File: src/rtl/bick_delay_cal.sv
`default_nettype none
// ============================================================================
// Module   : bick_delay_cal
// Function : Automatic calibration controller for the BICK delay-tap mux.
//            Sweeps taps 0..7, scores each tap with the frame checker, then
//            locks the centre of the longest passing window. Also provides
//            a manual tap override for bring-up while idle.
// Revision : 1.0 - initial release
// ============================================================================
module bick_delay_cal #(
    parameter int SETTLE_CYC  = 64,
    parameter int TRIALS      = 16,
    parameter int TIMEOUT     = 65535,
    parameter int DEFAULT_TAP = 0
) (
    input  logic       clk_300m,
    input  logic       rst_n,
    input  logic       cal_start,
    input  logic       chk_valid,
    input  logic       chk_err,
    input  logic       man_en,
    input  logic [2:0] man_setting,
    output logic [2:0] delay_setting,
    output logic       cal_busy,
    output logic       cal_done,
    output logic       cal_fail,
    output logic [7:0] pass_map
);

    localparam int c_set_w = $clog2(SETTLE_CYC + 1);
    localparam int c_trl_w = $clog2(TRIALS + 1);
    localparam int c_to_w  = $clog2(TIMEOUT + 1);

    localparam logic [c_set_w-1:0] c_settle_last = c_set_w'(SETTLE_CYC - 1);
    localparam logic [c_trl_w-1:0] c_trials      = c_trl_w'(TRIALS);
    localparam logic [c_to_w-1:0]  c_timeout     = c_to_w'(TIMEOUT);
    localparam logic [2:0]         c_default_tap = 3'(DEFAULT_TAP);

    typedef enum logic [2:0] {
        ST_IDLE    = 3'd0,
        ST_SETTLE  = 3'd1,
        ST_MEASURE = 3'd2,
        ST_NEXT    = 3'd3,
        ST_EVAL    = 3'd4,
        ST_DONE    = 3'd5
    } state_t;

    state_t               r_state,        w_state_nxt;
    logic [2:0]           r_tap,          w_tap_nxt;
    logic [c_set_w-1:0]   r_settle_cnt,   w_settle_cnt_nxt;
    logic [c_trl_w-1:0]   r_trial_cnt,    w_trial_cnt_nxt;
    logic [c_to_w-1:0]    r_to_cnt,       w_to_cnt_nxt;
    logic                 r_err,          w_err_nxt;
    logic [3:0]           r_eval_idx,     w_eval_idx_nxt;
    logic [2:0]           r_cur_start,    w_cur_start_nxt;
    logic [3:0]           r_cur_len,      w_cur_len_nxt;
    logic [2:0]           r_best_start,   w_best_start_nxt;
    logic [3:0]           r_best_len,     w_best_len_nxt;
    logic [2:0]           r_delay,        w_delay_nxt;
    logic                 r_busy,         w_busy_nxt;
    logic                 r_done,         w_done_nxt;
    logic                 r_fail,         w_fail_nxt;
    logic [7:0]           r_pass_map,     w_pass_map_nxt;

    logic                 w_eval_bit;
    logic [3:0]           w_run_len;
    logic [2:0]           w_run_start;
    logic [2:0]           w_offset;

    assign delay_setting = r_delay;
    assign cal_busy      = r_busy;
    assign cal_done      = r_done;
    assign cal_fail      = r_fail;
    assign pass_map      = r_pass_map;

    // Next-state and next-value logic for the whole calibration sequence
    always_comb begin
        w_state_nxt      = r_state;
        w_tap_nxt        = r_tap;
        w_settle_cnt_nxt = r_settle_cnt;
        w_trial_cnt_nxt  = r_trial_cnt;
        w_to_cnt_nxt     = r_to_cnt;
        w_err_nxt        = r_err;
        w_eval_idx_nxt   = r_eval_idx;
        w_cur_start_nxt  = r_cur_start;
        w_cur_len_nxt    = r_cur_len;
        w_best_start_nxt = r_best_start;
        w_best_len_nxt   = r_best_len;
        w_delay_nxt      = r_delay;
        w_busy_nxt       = r_busy;
        w_done_nxt       = 1'b0;
        w_fail_nxt       = r_fail;
        w_pass_map_nxt   = r_pass_map;

        // Window scan helpers: extend the current run, or open a new one here
        w_eval_bit  = r_pass_map[r_eval_idx[2:0]];
        w_run_len   = r_cur_len + 4'd1;
        w_run_start = (r_cur_len == 4'd0) ? r_eval_idx[2:0] : r_cur_start;
        // Centre of the best window rounds down for even lengths
        w_offset    = 3'((r_best_len - 4'd1) >> 1);

        case (r_state)
            ST_IDLE: begin
                if (cal_start) begin
                    w_tap_nxt        = 3'd0;
                    w_delay_nxt      = 3'd0;
                    w_pass_map_nxt   = 8'h00;
                    w_busy_nxt       = 1'b1;
                    w_settle_cnt_nxt = '0;
                    w_state_nxt      = ST_SETTLE;
                end else if (man_en) begin
                    w_delay_nxt = man_setting;
                end
            end

            ST_SETTLE: begin
                if (r_settle_cnt == c_settle_last) begin
                    w_err_nxt       = 1'b0;
                    w_trial_cnt_nxt = '0;
                    w_to_cnt_nxt    = '0;
                    w_state_nxt     = ST_MEASURE;
                end else begin
                    w_settle_cnt_nxt = r_settle_cnt + 1'b1;
                end
            end

            ST_MEASURE: begin
                // Trial completion is checked first so it beats a coincident timeout;
                // a strobe arriving on the exit cycle is deliberately dropped.
                if (r_trial_cnt == c_trials) begin
                    w_pass_map_nxt[r_tap] = ~r_err;
                    w_state_nxt           = ST_NEXT;
                end else if (r_to_cnt == c_timeout) begin
                    w_pass_map_nxt[r_tap] = 1'b0;
                    w_state_nxt           = ST_NEXT;
                end else begin
                    w_to_cnt_nxt = r_to_cnt + 1'b1;
                    if (chk_valid) begin
                        w_trial_cnt_nxt = r_trial_cnt + 1'b1;
                        if (chk_err) begin
                            w_err_nxt = 1'b1;
                        end
                    end
                end
            end

            ST_NEXT: begin
                w_settle_cnt_nxt = '0;
                if (r_tap == 3'd7) begin
                    w_eval_idx_nxt   = 4'd0;
                    w_cur_start_nxt  = 3'd0;
                    w_cur_len_nxt    = 4'd0;
                    w_best_start_nxt = 3'd0;
                    w_best_len_nxt   = 4'd0;
                    w_state_nxt      = ST_EVAL;
                end else begin
                    w_tap_nxt   = r_tap + 3'd1;
                    w_delay_nxt = r_tap + 3'd1;
                    w_state_nxt = ST_SETTLE;
                end
            end

            ST_EVAL: begin
                if (r_eval_idx == 4'd8) begin
                    if (r_best_len != 4'd0) begin
                        w_delay_nxt = r_best_start + w_offset;
                        w_fail_nxt  = 1'b0;
                    end else begin
                        w_delay_nxt = c_default_tap;
                        w_fail_nxt  = 1'b1;
                    end
                    w_done_nxt  = 1'b1;
                    w_state_nxt = ST_DONE;
                end else begin
                    w_eval_idx_nxt = r_eval_idx + 4'd1;
                    if (w_eval_bit) begin
                        w_cur_len_nxt   = w_run_len;
                        w_cur_start_nxt = w_run_start;
                        // Strictly longer only, so the earliest window keeps ties
                        if (w_run_len > r_best_len) begin
                            w_best_len_nxt   = w_run_len;
                            w_best_start_nxt = w_run_start;
                        end
                    end else begin
                        w_cur_len_nxt = 4'd0;
                    end
                end
            end

            ST_DONE: begin
                w_busy_nxt  = 1'b0;
                w_state_nxt = ST_IDLE;
            end

            default: begin
                w_state_nxt = ST_IDLE;
            end
        endcase
    end

    // State and output registers
    always_ff @(posedge clk_300m or negedge rst_n) begin
        if (!rst_n) begin
            r_state      <= ST_IDLE;
            r_tap        <= 3'd0;
            r_settle_cnt <= '0;
            r_trial_cnt  <= '0;
            r_to_cnt     <= '0;
            r_err        <= 1'b0;
            r_eval_idx   <= 4'd0;
            r_cur_start  <= 3'd0;
            r_cur_len    <= 4'd0;
            r_best_start <= 3'd0;
            r_best_len   <= 4'd0;
            r_delay      <= c_default_tap;
            r_busy       <= 1'b0;
            r_done       <= 1'b0;
            r_fail       <= 1'b0;
            r_pass_map   <= 8'h00;
        end else begin
            r_state      <= w_state_nxt;
            r_tap        <= w_tap_nxt;
            r_settle_cnt <= w_settle_cnt_nxt;
            r_trial_cnt  <= w_trial_cnt_nxt;
            r_to_cnt     <= w_to_cnt_nxt;
            r_err        <= w_err_nxt;
            r_eval_idx   <= w_eval_idx_nxt;
            r_cur_start  <= w_cur_start_nxt;
            r_cur_len    <= w_cur_len_nxt;
            r_best_start <= w_best_start_nxt;
            r_best_len   <= w_best_len_nxt;
            r_delay      <= w_delay_nxt;
            r_busy       <= w_busy_nxt;
            r_done       <= w_done_nxt;
            r_fail       <= w_fail_nxt;
            r_pass_map   <= w_pass_map_nxt;
        end
    end

endmodule
`default_nettype wire

File: config.mk
export PLATFORM = sky130hd
export DESIGN_NAME = bick_delay_cal
export DESIGN_NICKNAME = d
export VERILOG_FILES = /design/src/rtl/bick_delay_cal.sv
export SDC_FILE = /design/constraint.sdc
export NUM_CORES = 1
export LEC_CHECK = 0
export CAP_MARGIN = 40
export CELL_PAD_IN_SITES_DETAIL_PLACEMENT = 1
export CELL_PAD_IN_SITES_GLOBAL_PLACEMENT = 1
export CORE_AREA = 2 2 91 93
export DETAILED_ROUTE_END_ITERATION = 12
export DIE_AREA = 0 0 93 95
export PLACE_DENSITY = 0.83
export SYNTH_ARGS = -nofsm -noshare
export SYNTH_HDL_FRONTEND = slang
export SYNTH_SLANG_ARGS = --single-unit
File: constraint.sdc
create_clock -name clk_300m -period 5.1 [get_ports clk_300m]
set_input_delay 1.02 -clock clk_300m [delete_from_list [all_inputs] [get_ports clk_300m]]
set_output_delay 1.02 -clock clk_300m [all_outputs]
set_load 0.01 [all_outputs]
# == Word level (Yosys, flattened, before mapping) ==
# Index checks and enable logic that the tools add are counted.
# op_classes
add_sub_neg,8
n_lt_le_gt_ge,4
eq_ne,25
n_mux,66
n_bitwise,3
n_reduce_logical,24
# op_table
cell,n
3-bit 2-to-1 mux,19
16-bit 2-to-1 mux,3
16-bit one-hot mux with 2 select lines,1
4-bit 2-to-1 mux,7
2-bit != test (second input constant),13
8-bit 2-to-1 mux,3
4-bit one-hot mux with 2 select lines,3
7-bit one-hot mux with 3 select lines,1
5-bit 2-to-1 mux,4
3-bit one-hot mux with 2 select lines,3
16-bit by 1-bit adder with 16-bit output (second input constant),1
16-bit equality test (second input constant),1
8-bit one-hot mux with 2 select lines,1
4-bit AND reduction,4
3-bit one-hot mux with 5 select lines,1
7-bit 2-to-1 mux,2
3-bit AND reduction,4
1-bit 2-to-1 mux,11
5-bit one-hot mux with 2 select lines,1
5-bit AND reduction,2
2-bit nonzero test,5
3-bit equality test (second input constant),3
3-bit one-hot mux with 3 select lines,1
4-bit by 1-bit adder with 4-bit output (second input constant),2
28 further kinds,34
# totals
ff_bits,67
out_inout_bits,14
elab_cells,146

# == Depth between registers and ports, before layout ==
# Gate-level depths: netlist (run 1).
# logic_depth
depth_word,9
depth_mapped,9
ltp_nobuf,9

# == Worst setup path before layout (run 1) ==
# OpenSTA, ideal clock, no wires.
# synth_path
kind,reg-to-reg
from,reg r_best_len[0]
to,reg r_delay[2] (netlist: delay_setting[2])
arrival_ps,1970
t_required_ps,4975
setup_slack_ps,3006
path_stages_with_launch,10
path_buffers,0
cell_sequence,dfrtp_1 -> inv_1 -> ha_1 -> inv_1 -> ha_1 -> fa_1 -> xnor2_1 -> xnor2_1 -> a22o_1 -> mux2_2
# synth_between
elab_chain_len,5
word_cells_on_any_way,6
cone_classes,2 x add/sub; 3 x mux; 1 x reduce/logical
# synth_lines
item,line,source
start: declaration,58,"logic [3:0] r_best_len, w_best_len_nxt;"
start signal: assignment,231,r_best_len <= w_best_len_nxt;
4-bit by 1-bit subtractor with 4-bit output,100,w_offset = 3'((r_best_len - 4'd1) >> 1);
3-bit adder,166,w_delay_nxt = r_best_start + w_offset;
3-bit 2-to-1 mux (*),165,if (r_best_len != 4'd0) begin
3-bit 2-to-1 mux (*),164,if (r_eval_idx == 4'd8) begin
3-bit one-hot mux with 3 select lines (*),102,case (r_state)
end signal: assignment,215,r_delay <= c_default_tap;
end signal: assignment,232,r_delay <= w_delay_nxt;
end: declaration,59,"logic [2:0] r_delay, w_delay_nxt;"
# Mark *: on every way between the ends. The rest lies on a longest branch, timed or not. The select of a mux whose other input is x is not followed.
# A chain may end at the register's enable or synchronous reset.

# == Worst setup path after layout (run 1) ==
# layout_path
from,in cal_start
to,reg r_settle_cnt[3]
# layout_between
elab_chain_len,2
# layout_lines
item,line,source
start: declaration,18,"input logic cal_start,"
2-bit != test (no line),n/a,
3-bit AND reduction (no line),n/a,
end signal: assignment,223,r_settle_cnt <= w_settle_cnt_nxt;
end: declaration,50,"logic [c_set_w-1:0] r_settle_cnt, w_settle_cnt_nxt;"
# Every way passes these cells.

==> results_dict.tcl, run 1 <==
set metrics [dict create \
    synth_seq_cells 67 \
    cts.path.max_buffers 2 \
    insertion_delay_ns 0.35 \
    finalSetupTns_ns 0 \
    antenna_found_initial 0 \
    syn_to_final_growth_pct 14.3 \
    synth_area_mm2 0.00386 \
    cap_violations 0 \
    regArea_mm2 0.00168 \
    maxSlewViolCount 0 \
    row_count 33 \
    io_pins 23 \
    reg2regPathDepth 7 \
    grt-ovfl-total 0 \
    slowest_stage "clkdlybuf4s50_1" \
    timing.slew.headroom 0.430 \
    synth_top_cell_by_area "dfrtp_1" \
    r2r_slack_ns 2.58 \
    async_flop_share 1.00 \
    layout-drive-gt1-share 0.104 \
    die_area_mm2 0.00884 \
    outcome "finished, final reports clean" \
    cts_root_buf "clkbuf_8" \
    clkTransAtPathRegs_ns 0.08 \
    post_cts_buffers 0 \
    dp_hpwl_um 6960 \
    min_period_ns 2.55 \
    grtUsageTotal 0.235 \
    critPathLaunchType "input port" \
    min_path_type "in2async" \
    gp_congestion 0.773 \
    h-tree-depth 3 \
    multi_input_area_mm2 0.00205 \
    synth_top_area_frac 0.434 \
    yosysUniqueCellTypes 56 \
    path_class "in2reg" \
    cts_buffers 9 \
    path_max_fanout 12 \
    yosysSeqAreaShare 0.434 \
    syn-instance-count 401 \
    wire_per_inst_um 17.9 \
    ys.flop_type "dfrtp_1" \
    synth_edf_count 0 \
    holdWs_ns 0.500 \
    path_cells "clkdlybuf4s50_1 > nor3b_1 > nand2_1 > a211oi_1 > xnor2_1 > nor2_1" \
    rsz0062_at_grt "false" \
    critPathArrivalTime_ns 2.78 \
    vdd_ir_drop_max_mv 0.164 \
    grt_pass1_vias 3228 \
    viasPerCell 5.87 \
    core_mm2 0.00793 \
    max_freq_ghz 0.392 \
    required_ns 5.33 \
    ys_warn_count 0 \
    synth_nets 427 \
    drt.antenna.violating_nets 0 \
    period_share 0.500 \
    end_kind "flip-flop" \
    drt_iter0_drc 139 \
    synth_common_cells "dfrtp_1, nand2_1, o21ai_0" \
    cts_tree "done" \
    cts_resized 0 \
    wl_um 9580 \
    grt_pass1_wl_um 16200 \
    clkSinkCount 67 \
    firstDrtPassIters 4 \
    fin_worst_skew_ns 0.00678 \
    finalSetupViolCount 0 \
    hold_viol 0 \
    drc_errors 0 \
    die_w_um 93 \
    avgSynthCellArea_um2 9.64 \
    antenna_cells 0 \
    yosysMostFrequentCell "dfrtp_1" \
    timing.rr.end "r_best_len[3]" \
    num-nets-final 452 \
    die_y_um 95 \
    r2r-start "r_tap[0]" \
    critPathMaxStageDelay_ns 0.59 \
    fill_cells 916 \
    grt_max_degree 37 \
    yosys-top-cells-area "dfrtp_1, ha_1, nand2_1" \
    io_buffers 22 \
    vias 3148 \
    floorplan.initialDensity 0.487 \
    worst_slew_pin_slew_ns 0.844 \
    powerDensity_mw_per_mm2 238 \
    postCtsHoldBufs 0 \
    leakage_nw 1.82 \
]
==> critical path, delay by kind of cell <==
| family | cells | cell delay (ns) |
|---|---|---|
| AOI/OAI and AO/OA | 1 | 0.33 |
| and+or+nand+nor | 3 | 0.69 |
| xor gates and xnor gates | 1 | 0.15 |
| buffers and inverters | 1 | 0.59 |
==> metrics by stage <==
step | utilization | cell area, µm² | power [W] | setup WS [ns] | std cells
finish | 0.557 | 4420 | 0.00105 | 2.55 | 536
floorplan | - | 3860 | 0.000546 | 3.01 | 401
global placement | 0.526 | 4170 | 0.000566 | 2.26 | 518
detailed placement | 0.530 | 4200 | 0.000568 | 2.16 | 520
CTS | 0.557 | 4420 | 0.00106 | 2.55 | 536
global route | 0.557 | 4420 | 0.00109 | 2.35 | 536
==> metal layers <==
metal / track usage / wire length (µm) / vias to the layer above
li1: - / - / 1522
met4: 0.0870 / 157 / 0
met3: 0.0327 / 175 / 13
met2: 0.415 / 5020 / 27
met1: 0.294 / 4230 / 1586
met5: 0 / 0 / -
==> layout by cell type, fill, tap and decap left out, drive strengths merged, types with 4 or more instances in the layout <==
master and instances:
or4 5, nand3 19, o31ai 4, or3 14, nand2 46, clkbuf 9
xnor2 7, mux2i 13, o311ai 9, a21oi 26, mux2 10, dfrtp 67
nand2b 5, a22o 8, nor2 17, o211ai 4, o21ai 36, or2 4
nor3b 5, ha 16, xor2 4, and3 4, nand4 6, clkdlybuf4s50 21
inv 21, buf 5, nor3 5
==> cells by family after synthesis <==
kind of cell	share of synthesized area
and+or+nand+nor	0.209
DFF	0.434
buffers and inverters	0.0385
muxes	0.0628
AOI/OAI and AO/OA	0.174
adders and majority gates	0.0570
xor gates and xnor gates	0.0249
==> power breakdown <==
part	internal (W)	switching (W)	total, W
combinational	0.0000103	0.0000145	0.0000248
sequential	0.000532	0.000000391	0.000532
clock	0.000273	0.000222	0.000495
total	0.000815	0.000237	0.00105
==> how the worst max path moves through the flow <==
stage                        to  slack (ns)  cells past startpoint           from
6_report        r_settle_cnt[3]        2.55                      6      cal_start
4_1_cts         r_settle_cnt[5]        2.55                      6      cal_start
5_1_grt         r_settle_cnt[3]        2.35                      6      cal_start
3_3_place_gp    r_settle_cnt[3]        2.26                      6      cal_start
2_1_floorplan  delay_setting[2]        3.01                      9  r_best_len[0]
3_5_place_dp    r_settle_cnt[5]        2.16                      6      cal_start
==> area by class of cell <==
cell class,count,share of cell area
clock buffers,9,0.0280
multi-input cells,301,0.465
repair buffers,26,0.0592
clock inverters,7,0.0210
well taps,105,0.0297
flip-flops and latches,67,0.379
inverters,21,0.0178
==> flip-flops by register name, indices dropped and copies added (netlist names) <==
name and count:
r_to_cnt 16, pass_map 8, r_settle_cnt 7, r_trial_cnt 5
r_best_len 4, r_cur_len 4, r_eval_idx 4, delay_setting 3
r_best_start 3, r_cur_start 3, r_state 3, r_tap 3
cal_busy 1, cal_done 1, cal_fail 1, r_err 1
Power figures use the tool's default switching activity.
==> inputs of run 2 (changes only) <==
--- a/config.mk
+++ b/config.mk
@@ -8,10 +8,10 @@
 export CAP_MARGIN = 40
 export CELL_PAD_IN_SITES_DETAIL_PLACEMENT = 1
 export CELL_PAD_IN_SITES_GLOBAL_PLACEMENT = 1
-export CORE_AREA = 2 2 91 93
+export CORE_AREA = 2 2 94 96
 export DETAILED_ROUTE_END_ITERATION = 12
-export DIE_AREA = 0 0 93 95
-export PLACE_DENSITY = 0.83
+export DIE_AREA = 0 0 96 98
+export PLACE_DENSITY = 0.78
 export SYNTH_ARGS = -nofsm -noshare
 export SYNTH_HDL_FRONTEND = slang
 export SYNTH_SLANG_ARGS = --single-unit
==> constraint.sdc (replaced) <==
create_clock -name clk_300m -period 2.39 [get_ports clk_300m]
set_input_delay 0.478 -clock clk_300m [delete_from_list [all_inputs] [get_ports clk_300m]]
set_output_delay 0.478 -clock clk_300m [all_outputs]
set_load 0.01 [all_outputs]
==> run 2 against run 1 <==
Compared with the run above:
- sequential power increased by 110%
- first-iteration DRC count decreased by 5.0%
- final cell count increased by 4.7%
- core utilization decreased by 1.3 points
- design area increased by 4.3%
- sequential share of layout area decreased by 1.6 points
- clock power increased by 120%
- sequential cell count unchanged
- setup slack got worse by 2.5 ns
- global-route usage decreased by 0.21 points
- die area increased by 6.5%
- critical endpoint is now r_to_cnt[8]
==> results_dict.tcl, run 2 (synthesis gave the netlist of run 1 again) <==
set metrics [dict create \
    outcome "finished, final reports clean" \
    vdd_ir_drop_max_mv 0.224 \
    fin_worst_skew_ns 0.0139 \
    cts_root_buf "clkbuf_8" \
    num-nets-final 474 \
    grt_pass1_vias 3479 \
    drt.antenna.violating_nets 0 \
    wl_um 10300 \
    layout_common_cells "dfrtp_1, nand2_1, o21ai_0, a21oi_1, buf_4" \
    max_freq_ghz 0.435 \
    cts_tree "done" \
    viasPerCell 5.77 \
    cts.path.max_buffers 2 \
    firstDrtPassIters 4 \
    dpl_worst_slack_ns 0.140 \
    largest_reg_flops 16 \
    holdWs_ns 0.145 \
    clkTransAtPathRegs_ns 0.08 \
    startpoint "r_settle_cnt[0]" \
    drt_iter0_drc 132 \
    die_y_um 98 \
    crit_end "r_to_cnt[8]" \
    grtUsageTotal 0.233 \
    wire_per_inst_um 18.3 \
    floorplan.initialDensity 0.456 \
    grt_max_degree 68 \
    final_area_mm2 0.00461 \
    critPathLaunchType "flip-flop" \
    reg2regPathDepth 6 \
    final_common_cell "dfrtp_1" \
    io_pins 23 \
    dp_hpwl_um 7160 \
    die_area_mm2 0.00941 \
    io_buffers 22 \
    clkSinkCount 67 \
    timing.slew.headroom 0.572 \
    min_path_type "in2async" \
    maxSlewViolCount 0 \
    min_period_ns 2.30 \
    core_mm2 0.00847 \
    antenna_cells 0 \
    cap_violations 0 \
    setup_ws_ns 0.0885 \
    row_count 34 \
    hold_viol 0 \
    fin_util 0.544 \
    vias 3237 \
    die_w_um 96 \
    drc_errors 0 \
    cp_top_family "compound AO/OA/AOI/OAI gates" \
    critPathArrivalTime_ns 2.59 \
    critPathMaxStageDelay_ns 0.55 \
    r2r_slack_ns 0.09 \
    path_class "reg2reg" \
    layout-drive-gt1-share 0.155 \
    gp_congestion 0.776 \
    timing.rr.end "r_to_cnt[8]" \
    antenna_found_initial 0 \
    r2r-start "r_settle_cnt[0]" \
    grt_pass1_wl_um 17300 \
    finalSetupViolCount 0 \
    crit_buf_inv 0 \
    end_kind "flip-flop" \
    worst_slew_pin_slew_ns 0.638 \
    place_area_mm2 0.00433 \
    slowest_stage "or4_1" \
    syn_to_final_growth_pct 19.2 \
    placed_cells 541 \
    period_share 0.963 \
    required_ns 2.68 \
    cts_buffers 9 \
    insertion_delay_ns 0.35 \
    cpMostUsedCell "nand2_1" \
    rsz0062_at_grt "true" \
    path_max_fanout 12 \
    leakage_nw 1.95 \
    h-tree-depth 3 \
    postCtsHoldBufs 0 \
    powerDensity_mw_per_mm2 496 \
    largest_register "r_to_cnt" \
    grt-ovfl-total 0 \
    path_cells "ha_1 > nand2_1 > o41ai_4 > o211ai_2 > or4_1 > nand2_1" \
    cp_num_cells 6 \
    instances_no_fill 561 \
]
[run 2: cell types whose count changed in the layout (fill, tap and decap cells not counted), sizes merged]
cell / change
clkbuf: +2
buf: +21
clkinv: +1
o211ai: +1
clkinvlp: -3
[run 2: through the flow]
step                TNS (ns)  power (W)
finish                     0    0.00229
global route         -0.0258    0.00237
CTS                        0    0.00231
detailed placement         0    0.00121
global placement           0    0.00121
floorplan                  0    0.00116
[run 2: cell type report]
class	count	area, µm²
clock inverter	5	75.1
timing repair buffer	47	415
fill	972	3860
clock buffer	11	151
inverter	21	78.8
tap	108	135
multi-input combinational	302	2070
sequential	67	1680
[run 2: worst min path at each step]
stage                 endpoint  slack [ns]  cells past startpoint
6_report          r_cur_len[2]        0.15                      2
5_1_grt           r_cur_len[0]        0.17                      2
4_1_cts        r_settle_cnt[3]        0.15                      2
3_5_place_dp    r_cur_start[2]        0.48                      1
3_3_place_gp    r_cur_start[0]        0.48                      1
2_1_floorplan         cal_busy        0.18                      0
[run 2: power breakdown]
part / internal [W] / switching (W) / leakage (nW)
clock: 0.000640 / 0.000458 / 0.119
combinational: 0.0000210 / 0.0000311 / 0.974
sequential: 0.00113 / 0.000000831 / 0.857
[run 2: metal layers]
layer | share of wire | vias to the layer above | GRT usage
met2 | 0.48 | 34 | 0.373
met1 | 0.49 | 1631 | 0.327
li1 | - | 1561 | -
met3 | 0.019 | 11 | 0.0347
met4 | 0.012 | 0 | 0.0670
met5 | 0 | - | 0
[run 2: timing repair]
item	in CTS	in global routing
buffers inserted	0	3
endpoints found under the setup margin	0	18
resized for setup	0	5
[run 2: worst register-to-register path, cell delays in order (launching register included)]
cell,delay [ns]
dfrtp_1,0.42
ha_1,0.22
nand2_1,0.13
o41ai_4,0.46
o211ai_2,0.38
or4_1,0.55
nand2_1,0.08
